## config.mk

```make
export PLATFORM = sky130hd
export DESIGN_NAME = regfile_write_arbiter
export DESIGN_NICKNAME = d
export VERILOG_FILES = /design/src/rtl/regfile_write_arbiter.sv
export SDC_FILE = /design/constraint.sdc
export NUM_CORES = 1
export LEC_CHECK = 0
export ABC_AREA = 1
export BUFFER_PORTS_ARGS = -buffer_cell sky130_fd_sc_hd__clkbuf_2
export CAP_MARGIN = 30
export CORE_ASPECT_RATIO = 1.25
export CORE_MARGIN = 2
export CORE_UTILIZATION = 35
export CTS_CLUSTER_SIZE = 20
export DETAILED_ROUTE_END_ITERATION = 6
export GPL_TIMING_DRIVEN = 0
export PLACE_DENSITY_LB_ADDON = 0.25
export SLEW_MARGIN = 5
export SYNTH_ARGS = -nofsm -noshare
export SYNTH_HDL_FRONTEND = slang
export SYNTH_SLANG_ARGS = --single-unit
export TNS_END_PERCENT = 30
```

## constraint.sdc

```tcl
create_clock -name Clk -period 2.2 [get_ports Clk]
set_clock_uncertainty 0.1 [all_clocks]
set_input_delay 0.33 -clock Clk [delete_from_list [all_inputs] [get_ports Clk]]
set_output_delay 0.33 -clock Clk [all_outputs]
set_load 0.01 [all_outputs]
```

## src/rtl/regfile_write_arbiter.sv

```systemverilog
// Round-robin arbiter sharing the register-file write port between two writeback requesters.
// Define REGFILE_CLEAR_EN to zero registers 1..NUM_REGS-1 after every reset before accepting requests.
module regfile_write_arbiter #(
    parameter int ADDR_WIDTH = 5,
    parameter int DATA_WIDTH = 32,
    parameter int NUM_REGS   = 32
) (
    input  logic                  Clk,
    input  logic                  Reset,
    input  logic                  Req0Valid,
    output logic                  Req0Ready,
    input  logic [ADDR_WIDTH-1:0] Req0Addr,
    input  logic [DATA_WIDTH-1:0] Req0Data,
    input  logic                  Req1Valid,
    output logic                  Req1Ready,
    input  logic [ADDR_WIDTH-1:0] Req1Addr,
    input  logic [DATA_WIDTH-1:0] Req1Data,
    output logic [ADDR_WIDTH-1:0] WriteRegister,
    output logic [DATA_WIDTH-1:0] WriteData,
    output logic                  RegWrite,
    output logic                  ClearDone
);

    typedef enum logic {CLEAR, ARB} state_t;

    state_t                state, state_next;
    logic                  last_grant, last_grant_next;
    logic [ADDR_WIDTH-1:0] waddr_next;
    logic [DATA_WIDTH-1:0] wdata_next;
    logic                  we_next;
    logic                  done_next;

`ifdef REGFILE_CLEAR_EN
    localparam state_t                RESET_STATE = CLEAR;
    localparam logic [ADDR_WIDTH-1:0] LAST_REG    = ADDR_WIDTH'(NUM_REGS - 1);
    logic [ADDR_WIDTH-1:0] count, count_next;
`else
    localparam state_t RESET_STATE = ARB;
`endif

    // Register 0 is hardwired and addresses past the file are silently dropped.
    function automatic logic addr_writable(input logic [ADDR_WIDTH-1:0] a);
        return (a != '0) && (32'(a) < 32'(NUM_REGS));
    endfunction

    always_comb begin
        state_next      = state;
        last_grant_next = last_grant;
        waddr_next      = WriteRegister;
        wdata_next      = WriteData;
        we_next         = 1'b0;
        done_next       = ClearDone;
        Req0Ready       = 1'b0;
        Req1Ready       = 1'b0;
`ifdef REGFILE_CLEAR_EN
        count_next      = count;
`endif
        case (state)
`ifdef REGFILE_CLEAR_EN
            CLEAR: begin
                waddr_next = count;
                wdata_next = '0;
                we_next    = addr_writable(count);
                count_next = count + 1'b1;
                if (count >= LAST_REG)
                    state_next = ARB;
            end
`endif
            ARB: begin
                done_next = 1'b1;
                // On contention the requester that did not win last time goes first.
                Req0Ready = !Reset && Req0Valid && (!Req1Valid || last_grant);
                Req1Ready = !Reset && Req1Valid && (!Req0Valid || !last_grant);
                if (Req0Ready || Req1Ready) begin
                    waddr_next      = Req1Ready ? Req1Addr : Req0Addr;
                    wdata_next      = Req1Ready ? Req1Data : Req0Data;
                    we_next         = addr_writable(waddr_next);
                    last_grant_next = Req1Ready;
                end
            end
            default: state_next = ARB;
        endcase
    end

    always_ff @(posedge Clk) begin
        if (Reset) begin
            state         <= RESET_STATE;
            last_grant    <= 1'b1;
            WriteRegister <= '0;
            WriteData     <= '0;
            RegWrite      <= 1'b0;
            ClearDone     <= 1'b0;
`ifdef REGFILE_CLEAR_EN
            count         <= ADDR_WIDTH'(1);
`endif
        end else begin
            state         <= state_next;
            last_grant    <= last_grant_next;
            WriteRegister <= waddr_next;
            WriteData     <= wdata_next;
            RegWrite      <= we_next;
            ClearDone     <= done_next;
`ifdef REGFILE_CLEAR_EN
            count         <= count_next;
`endif
        end
    end

endmodule

```

==> summary.txt, run 1 <==
Final layout
  • Non-filler cells, final: slightly below 500
  • Area Growth Syn to Fin: 40.1%
  • # diodes: 0
  • Layout cells sized above 1: 0.343
  • Filler Cell Count: about 550
  • Fin nets: 500

Route
  • DR iter-0 viols: 52
  • First-pass DRT Iterations: 4
  • Vias per cell: 4.45
  • Wire per inst: slightly above 10 um
  • # DRC: 0
  • Via count: between 2000 and 2500
  • Post-route ant nets: 0
  • Routed wire length: 5.04 mm

Yosys
  • Seq/Total Area, Yosys: 0.424
  • Cell count after synthesis: 297
  • Mapped Avg Cell Area: about 6.4 um2
  • Yosys warning total: 0
  • Cell taking the most area after synthesis: dfxtp_1
  • Post-Syn Nets: between 300 and 400
  • Commonest cells post-synth: nand2_1, nor2_1, dfxtp_1
  • Top cell type's share of synthesized area: 0.424
  • Post-Synthesis Cell Area: about 1900 um2
  • Synth async-reset ratio: 0
  • Seq cells post-synth: 40
  • Synth Flop Type: dfxtp_1
  • Most frequent cell after synthesis: nand2_1
  • EDFF count, synth: 0
  • Netlist cell types: 17
  • Synth area leaders: dfxtp_1, nand2_1, nor2_1

Floorplanning
  • I/O pin total: ~120
  • Initial Utilization: 0.367
  • DIE AREA: 6010 um2
  • Chip Width: 69.7 um
  • Core area: approximately 5200 um2
  • Die Y: roughly 86 um
  • Row Count: 29

Critical path
  • Crit path max fanout: 10
  • Crit-path slowest cell: dfxtp_1
  • Cell Chain, Critical Path: nand2_2 -> nand3_2 -> inv_2 -> buf_4 -> clkbuf_2
  • Crit path kind: flop to output port
  • Critical Path Source Type: flop
  • Required time of the critical path: roughly 1.8 ns
  • Family with the most delay on the worst path: buffers and inverters
  • CP arrival: around 1.3 ns
  • CP Capture Type: output port
  • CP max stage delay: 0.32 ns
  • WP buf/inv: 3

Clocking
  • Post_cts resized: 0
  • Hold Buf Count CTS: 0
  • Num CTS Buffers: 5
  • Clock Sinks: 40
  • Worst-Skew Late Latency: around 0.29 ns
  • Clock Pin Slew Worst Setup and Hold Paths: around 0.070 ns
  • Clock root buffer: clkbuf_8
  • H-Tree Depth: 2
  • CTS tree: yes
  • Post-CTS Setup Bufs: 0
  • CTS Buffer Depth: 2

Global route
  • First-pass GRT wire length: around 8.6 mm
  • Pin count of the biggest net entering global routing: 12
  • Tot GR Track Use: 0.172
  • Gr ovfl total: 0
  • Vias in the first global route: between 2000 and 2500
  • Initial antenna violation count: 0

Timing
  • Crit path time final: 1.76 ns
  • Max Fclk: ~570 MHz
  • Max_slew headroom: 0.755
  • Min Hold Slack: about 0.19 ns
  • Final hold violations: 0
  • Slew @ Worst Pin: between 0.3 and 0.4 ns
  • Final TNS setup: 0 ns
  • Final Slew Violations: 0
  • Final setup fails: 0
  • RSZ-0062 raised after global routing: false
  • Final period util: 0.798

Job
  • Max Cap Viol: 0

Place
  • Detail Placement HPWL: 3.90 mm
  • Final GP Congestion: ~0.74
  • Buffers on Ports: 118
  • DP Cell Count: 477

Run status
  • Outcome: complete, no violations

Power
  • VDD IR max: around 0.00027 V
  • P_leak: between 1.5 and 2 nW
  • Power Dens Cells: 647 nW/um2

Min path
  • Worst Hold Class: primary input to flop
==> cell families (layout without fill, tap and decap cells) <==
group | after synthesis | in the layout | share of synthesized area
DFF | 40 | 40 | 0.424
AOI/OAI and AO/OA | 45 | 45 | 0.120
buffers and inverters | 31 | 157 | 0.0860
and+or+nand+nor | 181 | 181 | 0.370
==> registers in the layout, summed over array words and instances (netlist names) <==
name,flops
ClearDone,1
last_grant,1
WriteData,32
WriteRegister,5
RegWrite,1
==> layout make-up <==
| class | instances | area, um2 | share of cell area |
|---|---|---|---|
| multi-input combinational | 226 | 927 | 0.350 |
| buffer | 18 | 114 | 0.0430 |
| clock buffer | 8 | 90.1 | 0.0340 |
| inverter | 13 | 48.8 | 0.0184 |
| sequential | 40 | 801 | 0.302 |
| timing repair buffer | 118 | 591 | 0.223 |
| tap | 62 | 77.6 | 0.0293 |
==> where the power goes <==
group	total, W	internal [W]	switching [W]
logic	0.000399	0.000177	0.000222
clock network	0.000492	0.000256	0.000237
registers	0.000824	0.000792	0.0000317
==> path summary, 6_finish.rpt <==
check,slack [ns],end,from,cells after the start
worst max-delay path,0.44,Req1Ready,last_grant,5
worst max register to register,0.82,WriteData[10],last_grant,7
worst min-delay path,0.19,last_grant,Req0Valid,2
worst min register to register,0.41,last_grant,last_grant,2
==> stage by stage <==
step,utilization,instance area [um2],setup slack [ns],total power [W]
2_1_floorplan,-,1890,0.979,0.00106
3_3_place_gp,0.497,2560,0.595,0.00124
3_5_place_dp,0.497,2560,0.587,0.00124
4_1_cts,0.514,2650,0.415,0.00174
5_1_grt,0.514,2650,0.339,0.00183
6_report,0.514,2650,0.443,0.00171
==> per-layer routing <==
layer	routed length, um	GRT usage	part of all wire
met1	2170	0.204	0.43
met2	2360	0.305	0.47
met3	451	0.0465	0.089
met4	62	0.0507	0.012
met5	0	0	0
==> layout by cell type, fill, tap and decap left out <==
cell type,netlist,routed
a21oi_1,5,5
buf_2,7,7
buf_4,6,6
buf_6,2,2
clkbuf_1,3,5
clkbuf_2,0,118
clkbuf_8,0,6
dfxtp_1,40,40
inv_1,10,10
inv_2,3,3
nand2_1,106,106
nand2_2,2,2
nand3_1,4,4
nand3_2,1,1
nand3b_1,1,1
nor2_1,67,67
o211ai_1,1,1
o21ai_0,37,37
o21ai_1,2,2
Note: power is estimated with default switching activity, not from simulation.
==> inputs of run 2 (changes only) <==
- clock period: 2.2 -> 1.5 ns (I/O delays scaled with it)
==> run 2 against run 1 <==
  * Clock-buffer cell count stayed put
  * Combinational power is 48% higher
  * Cell count is 0.21% lower
  * Register-to-register slack worse by 0.73 ns
  * Sequential share of layout area is 0.18 points lower
  * Global-route usage hardly changed
  * Utilization is 0.39 points higher
  * Via count is 0.32% higher
  * Critical endpoint unchanged
==> summary.txt, run 2 (synthesized netlist as in run 1, its figures left out) <==
Min path
  • Hold path depth: 2 (unchanged)
  • Worst Hold Class: primary input to flop (unchanged)

Global route
  • Initial antenna violation count: 0 (unchanged)
  • First-pass GRT wire length: 8.58 mm (was 8.60 mm)
  • Pin count of the biggest net entering global routing: 16 (was 12)
  • Gr ovfl total: 0 (unchanged)
  • Met1 Resource Use GR: 0.202 (was 0.204)
  • GRT busiest layer: met2 (unchanged)
  • Tot GR Track Use: 0.172 (about the same)
  • Met3 Usage GRT: 0.0465 (unchanged)
  • Vias in the first global route: 2064 (was 2065)
  • M2 GR Usage: 0.307 (was 0.305)

Floorplanning
  • I/O pin total: 119 (unchanged)
  • Initial Utilization: 0.367 (unchanged)
  • Row Count: 29 (unchanged)
  • Die Y: 86.2 um (unchanged)
  • Core area: 5150 um2 (unchanged)
  • DIE AREA: 6010 um2 (unchanged)
  • Chip Width: 69.7 um (unchanged)

Clocking
  • CTS Buffer Depth: 2 (unchanged)
  • Clock Sinks: 40 (unchanged)
  • H-Tree Depth: 2 (unchanged)
  • Worst-Skew Late Latency: 0.28 ns (was 0.29 ns)
  • Post-CTS Setup Bufs: 0 (unchanged)
  • Hold Buf Count CTS: 0 (unchanged)
  • Clock root buffer: clkbuf_8 (unchanged)
  • Num CTS Buffers: 5 (unchanged)
  • CTS tree: yes (unchanged)
  • Clock Pin Slew Worst Setup and Hold Paths: 0.07 ns (about the same)

Timing
  • Final setup fails: 0 (unchanged)
  • RSZ-0062 raised after global routing: true (was false)
  • Slew @ Worst Pin: 0.366 ns (was 0.368 ns)
  • Crit path time final: approximately 1.4 ns
  • Final TNS setup: 0 ns (unchanged)
  • Max_slew headroom: 0.756 (was 0.755)
  • Max Fclk: ~700 MHz
  • Final Slew Violations: 0 (unchanged)
  • Final period util: 0.959
  • Final hold violations: 0 (unchanged)

Place
  • Final GP Congestion: 0.744 (unchanged)
  • Detail Placement HPWL: 3.90 mm (unchanged)
  • Buffers on Ports: 118 (unchanged)

Route
  • First-pass DRT Iterations: 4 (unchanged)
  • Vias per cell: 4.47 (was 4.45)
  • Routed wire length: 5.03 mm (was 5.04 mm)
  • Post-route ant nets: 0 (unchanged)
  • # DRC: 0 (unchanged)
  • Wire per inst: 10.4 um (about the same)
  • DR iter-0 viols: 61 (was 52)
  • Via count: 2163 (was 2156)

Power
  • VDD IR max: 0.000403 V (was 0.000274 V)
  • P_leak: 1.55 nW (about the same)
  • Power Dens Cells: 944 nW/um2 (was 647 nW/um2)

Critical path
  • Crit path max fanout: 15 (was 10)
  • CP Capture Type: output port (unchanged)
  • Required time of the critical path: 1.17 ns (was 1.77 ns)
  • CP arrival: 1.11 ns (was 1.33 ns)
  • Crit path kind: flop to output port (unchanged)
  • Critical Path Source Type: flop (unchanged)
  • Worst R2R Path Depth: 7 (unchanged)

Run status
  • Outcome: complete, no violations (unchanged)

Final layout
  • Most common cell after layout, fill and taps aside: clkbuf_2 (unchanged)
  • Top Registers: WriteData x32, WriteRegister x5 (unchanged)
  • Max reg flops: 32 (unchanged)
  • Area Growth Syn to Fin: 41.2% (was 40.1%)
  • Fin nets: 499 (was 500)
  • Largest reg by FF count: WriteData (unchanged)
  • Filler Cell Count: 545 (was 546)
  • Layout cells sized above 1: 0.348 (was 0.343)
  • # diodes: 0 (unchanged)
  • Commonest cells after routing, fill and taps aside: clkbuf_2, nand2_1, nor2_1, dfxtp_1, o21ai_0 (unchanged)
  • Fin util: 0.518 (was 0.514)

Job
  • Max Cap Viol: 0 (unchanged)
-- run 2: layer usage --
layer	share of wire	vias to the layer above	wire length, um
li1	-	1169	-
met1	0.43	898	2150
met2	0.47	88	2370
met3	0.087	8	436
met4	0.015	0	73
met5	0	-	0
-- run 2: through the flow --
stage                     area, um2  setup WS (ns)  hold WS [ns]  instances  power, W
final                          2670         0.0620        0.0816        484   0.00252
after global routing           2670        -0.0164        0.0984        484   0.00269
after CTS                      2650        0.00744        0.0835        484   0.00256
after detailed placement       2560         0.0561         0.394        477   0.00182
after global placement         2560         0.0642         0.388        477   0.00182
after floorplan                1890          0.303         0.254        297   0.00156
-- run 2: timing repair --
action                     4_1_cts  5_1_grt
setup endpoints to repair        1       13
pin swaps                        0        0
resized for setup                3        5
-- run 2: cell type report --
cell class | instances | area [um2] | share of cell area
clock buffers | 8 | 90.1 | 0.0338
flip-flops and latches | 40 | 802 | 0.301
inverters | 13 | 61.3 | 0.0230
well taps | 62 | 77.6 | 0.0291
multi-input cells | 226 | 941 | 0.353
repair buffers | 118 | 591 | 0.221
plain buffers | 17 | 106 | 0.0398
-- run 2: where the power goes --
group | total, W | switching [W] | internal, W
logic | 0.000591 | 0.000330 | 0.000261
registers | 0.00121 | 0.0000466 | 0.00116
clock network | 0.000720 | 0.000345 | 0.000375
total | 0.00252 | 0.000722 | 0.00180
-- run 2: worst paths after layout --
kind | endpoint | slack [ns] | start
max | Req1Ready | 0.06 | last_grant
min | last_grant | 0.08 | Req0Valid
max reg2reg | WriteData[10] | 0.09 | last_grant
min reg2reg | last_grant | 0.40 | last_grant
-- run 2: critical path, stage by stage (launching register included) --
cell and delay (ns):
dfxtp_2 0.33, nand2_2 0.11, nand3_4 0.14, clkinv_8 0.11, clkbuf_2 0.13
==> inputs of run 3 (changes only) <==
- ABC_AREA: 1 -> not set
==> run 3 against run 2 <==
  * Cell count down 22%
  * Synthesized cell count down 36%
  * Clock power up 22%
  * First-iteration DRC count up 52%
  * Routed wire length up 14%
  * Cell area up 1.9%
  * Critical path type unchanged
  * Critical endpoint is now Req0Ready
  * Largest power group unchanged
==> summary.txt, run 3 <==
Run status
  • Outcome: complete, no violations (unchanged)

Clocking
  • H-Tree Depth: 2 (unchanged)
  • Num CTS Buffers: 5 (unchanged)
  • Clock Pin Slew Worst Setup and Hold Paths: 0.08 ns (was 0.07 ns)
  • Clock root buffer: clkbuf_8 (unchanged)
  • CTS tree: yes (unchanged)
  • CTS Buffer Depth: 2 (unchanged)
  • Worst-Skew Late Latency: 0.29 ns (was 0.28 ns)
  • Hold Buf Count CTS: 0 (unchanged)
  • Clock Sinks: 40 (unchanged)

Final layout
  • Top Registers: WriteData x32, WriteRegister x5 (unchanged)
  • Filler Cell Count: 495 (was 545)
  • Area Growth Syn to Fin: 47.4% (was 41.2%)
  • Layout cells sized above 1: 0.487 (was 0.348)
  • Max reg flops: 32 (unchanged)
  • Final instance area: 2720 um2 (was 2670 um2)
  • Area of the multi-input gates: 840 um2 (was 941 um2)
  • # diodes: 0 (unchanged)
  • Most common cell after layout, fill and taps aside: clkbuf_2 (unchanged)
  • Register area: 802 um2 (unchanged)
  • Largest reg by FF count: WriteData (unchanged)
  • Fin nets: 393 (was 499)
  • Commonest cells after routing, fill and taps aside: clkbuf_2, dfxtp_1, inv_1, a221o_1, a2111oi_0 (was clkbuf_2, nand2_1, nor2_1, dfxtp_1, o21ai_0)

Min path
  • Worst Hold Class: primary input to flop (unchanged)

Yosys
  • Post-Syn Nets: 267 (was 375)
  • Mapped Avg Cell Area: 9.76 um2 (was 6.37 um2)
  • Post-synthesis mux area share: 0 (unchanged)
  • Seq/Total Area, Yosys: 0.434 (was 0.424)
  • Post-Synthesis Cell Area: 1840 um2 (was 1890 um2)
  • Simple-Gate Fraction of Synth Area: 0.0353 (was 0.370)
  • Xor/xnor cell area share of the yosys netlist: 0 (unchanged)
  • Compound-Gate Fraction of Synth Area: 0.390 (was 0.120)
  • Synthesized-area fraction occupied by adder cells: 0 (unchanged)
  • Cell count after synthesis: 189 (was 297)
  • Top cell type's share of synthesized area: 0.434 (was 0.424)
  • Largest family of logic cells by synthesized area: compound AO/OA/AOI/OAI gates (was simple AND/OR/NAND/NOR gates)
  • Cell taking the most area after synthesis: dfxtp_1 (unchanged)
  • Synth async-reset ratio: 0 (unchanged)
  • Commonest cells post-synth: dfxtp_1, inv_1, a2111oi_0, a221o_1 (was nand2_1, nor2_1, dfxtp_1)
  • EDFF count, synth: 0 (unchanged)
  • Yosys warning total: 0 (unchanged)
  • Netlist cell types: 17 (unchanged)
  • Synth area leaders: dfxtp_1, a221o_1, a2111oi_0 (was dfxtp_1, nand2_1, nor2_1)
  • Most frequent cell after synthesis: dfxtp_1 (was nand2_1)
  • Synth Flop Type: dfxtp_1 (unchanged)
  • Seq cells post-synth: 40 (unchanged)

Floorplanning
  • DIE AREA: 5870 um2 (was 6010 um2)
  • I/O pin total: 119 (unchanged)
  • Row Count: 29 (unchanged)
  • Core area: 5080 um2 (was 5150 um2)
  • Die Y: 85.2 um (was 86.2 um)
  • Initial Utilization: 0.363 (was 0.367)
  • Chip Width: 68.9 um (was 69.7 um)

Place
  • Final GP Congestion: 0.696 (was 0.744)
  • Place WS: -0.364 ns (was 0.0561 ns)
  • Buffers on Ports: 118 (unchanged)
  • DP Area: 2510 um2 (was 2560 um2)
  • Detail Placement HPWL: 4.13 mm (was 3.90 mm)

Route
  • # DRC: 0 (unchanged)
  • DR iter-0 viols: 93 (was 61)
  • Routed wire length: 5.74 mm (was 5.03 mm)
  • Vias per cell: 5.39 (was 4.47)
  • Wire per inst: 15.2 um (was 10.4 um)
  • Post-route ant nets: 0 (unchanged)
  • Via count: 2039 (was 2163)
  • First-pass DRT Iterations: 4 (unchanged)

Timing
  • Max_slew headroom: 0.617 (was 0.756)
  • Crit path time final: 1.49 ns (was 1.44 ns)
  • Slew @ Worst Pin: 0.574 ns (was 0.366 ns)
  • Final Slew Violations: 0 (unchanged)
  • Final setup fails: 0 (unchanged)
  • Final setup margin: 0.0139 ns (was 0.0620 ns)
  • Max Fclk: 673 MHz (was 695 MHz)
  • Final hold violations: 0 (unchanged)
  • Final period util: 0.991 (was 0.959)
  • RSZ-0062 raised after global routing: true (unchanged)

Power
  • P_leak: 1.37 nW (was 1.55 nW)
  • Power Dens Cells: 971 nW/um2 (was 944 nW/um2)
  • VDD IR max: 0.000476 V (was 0.000403 V)

Critical path
  • CP max stage delay: 0.36 ns (was 0.33 ns)
  • CP Capture Type: output port (unchanged)
  • Cell Chain, Critical Path: nand2_4 -> and2_4 -> buf_8 -> nor2_4 -> buf_6 (was nand2_2 -> nand3_4 -> clkinv_8 -> clkbuf_2)
  • Required time of the critical path: 1.17 ns (about the same)
  • Reg2Reg Setup Slack: 0.04 ns (was 0.09 ns)
  • Family with the most delay on the worst path: flip-flops (unchanged)
  • Crit path kind: flop to output port (unchanged)
  • Crit-path slowest cell: dfxtp_2 (unchanged)
  • Crit path max fanout: 4 (was 15)
  • WP buf/inv: 2 (unchanged)
  • CP arrival: 1.16 ns (was 1.11 ns)
  • Critical Path Source Type: flop (unchanged)

Global route
  • Vias in the first global route: 1915 (was 2064)
  • Pin count of the biggest net entering global routing: 13 (was 16)
  • Tot GR Track Use: 0.203 (was 0.172)
  • First-pass GRT wire length: 8.95 mm (was 8.58 mm)
  • Initial antenna violation count: 0 (unchanged)
  • Gr ovfl total: 0 (unchanged)

Job
  • Max Cap Viol: 0 (unchanged)
==> run 3: changes by cell type in the layout (fill, tap and decap cells not counted), moves of 26 or more <==
cell / change
inv_1: +28
a221o_1: +37
nor2_1: -65
o21ai_0: -36
a2111oi_0: +26
nand2_1: -105
==> run 3: cell type report <==
type / count / area share
buffer: 22 / 0.0506
clock buffer: 6 / 0.0267
clock inverter: 2 / 0.0129
inverter: 38 / 0.0525
multi-input combinational: 88 / 0.309
sequential: 40 / 0.295
tap: 62 / 0.0285
timing repair buffer: 120 / 0.225
==> run 3: repair_timing <==
action / in CTS / in global routing
resized for setup: 12 / 27
pin swaps: 1 / 1
endpoints found under the setup margin: 31 / 21
setup buffers: 2 / 0
==> run 3: kinds of logic (layout without fill, tap and decap cells) <==
logic type      count (synthesis)  in the layout
compound gates                 78             78
buf+inv                        61            188
flops                          40             40
simple gates                   10             10
==> run 3: path summary, 6_finish.rpt <==
| check | from | end | cells after the start |
|---|---|---|---|
| max | last_grant | Req0Ready | 5 |
| min | Req1Data[27] | WriteData[27] | 2 |
| max reg2reg | last_grant | WriteData[3] | 5 |
| min reg2reg | WriteData[17] | WriteData[17] | 1 |
==> run 3: routing by layer <==
layer,track usage,up-vias,share of wire
li1,-,1004,-
met1,0.252,950,0.43
met2,0.325,81,0.50
met3,0.0597,4,0.068
met4,0.0749,0,0.0094
met5,0,-,0
==> run 3: power by group <==
| part | switching [W] | total, W | leakage (nW) | internal (W) |
|---|---|---|---|---|
| Combinational | 0.000280 | 0.000549 | 0.985 | 0.000268 |
| Clock | 0.000388 | 0.000882 | 0.0552 | 0.000494 |
| Sequential | 0.0000515 | 0.00121 | 0.332 | 0.00116 |
| Total | 0.000720 | 0.00264 | 1.37 | 0.00192 |
==> run 3: metrics by stage <==
step,setup TNS [ns],total power [W],std cells,util,hold slack (ns)
global route,-0.0809,0.00277,378,0.535,0.0397
global placement,-10.87,0.00174,369,0.495,0.350
detailed placement,-11.31,0.00174,369,0.495,0.353
floorplan,0,0.00148,189,-,0.265
CTS,-0.00776,0.00264,378,0.524,0.0419
finish,0,0.00264,378,0.535,0.0504
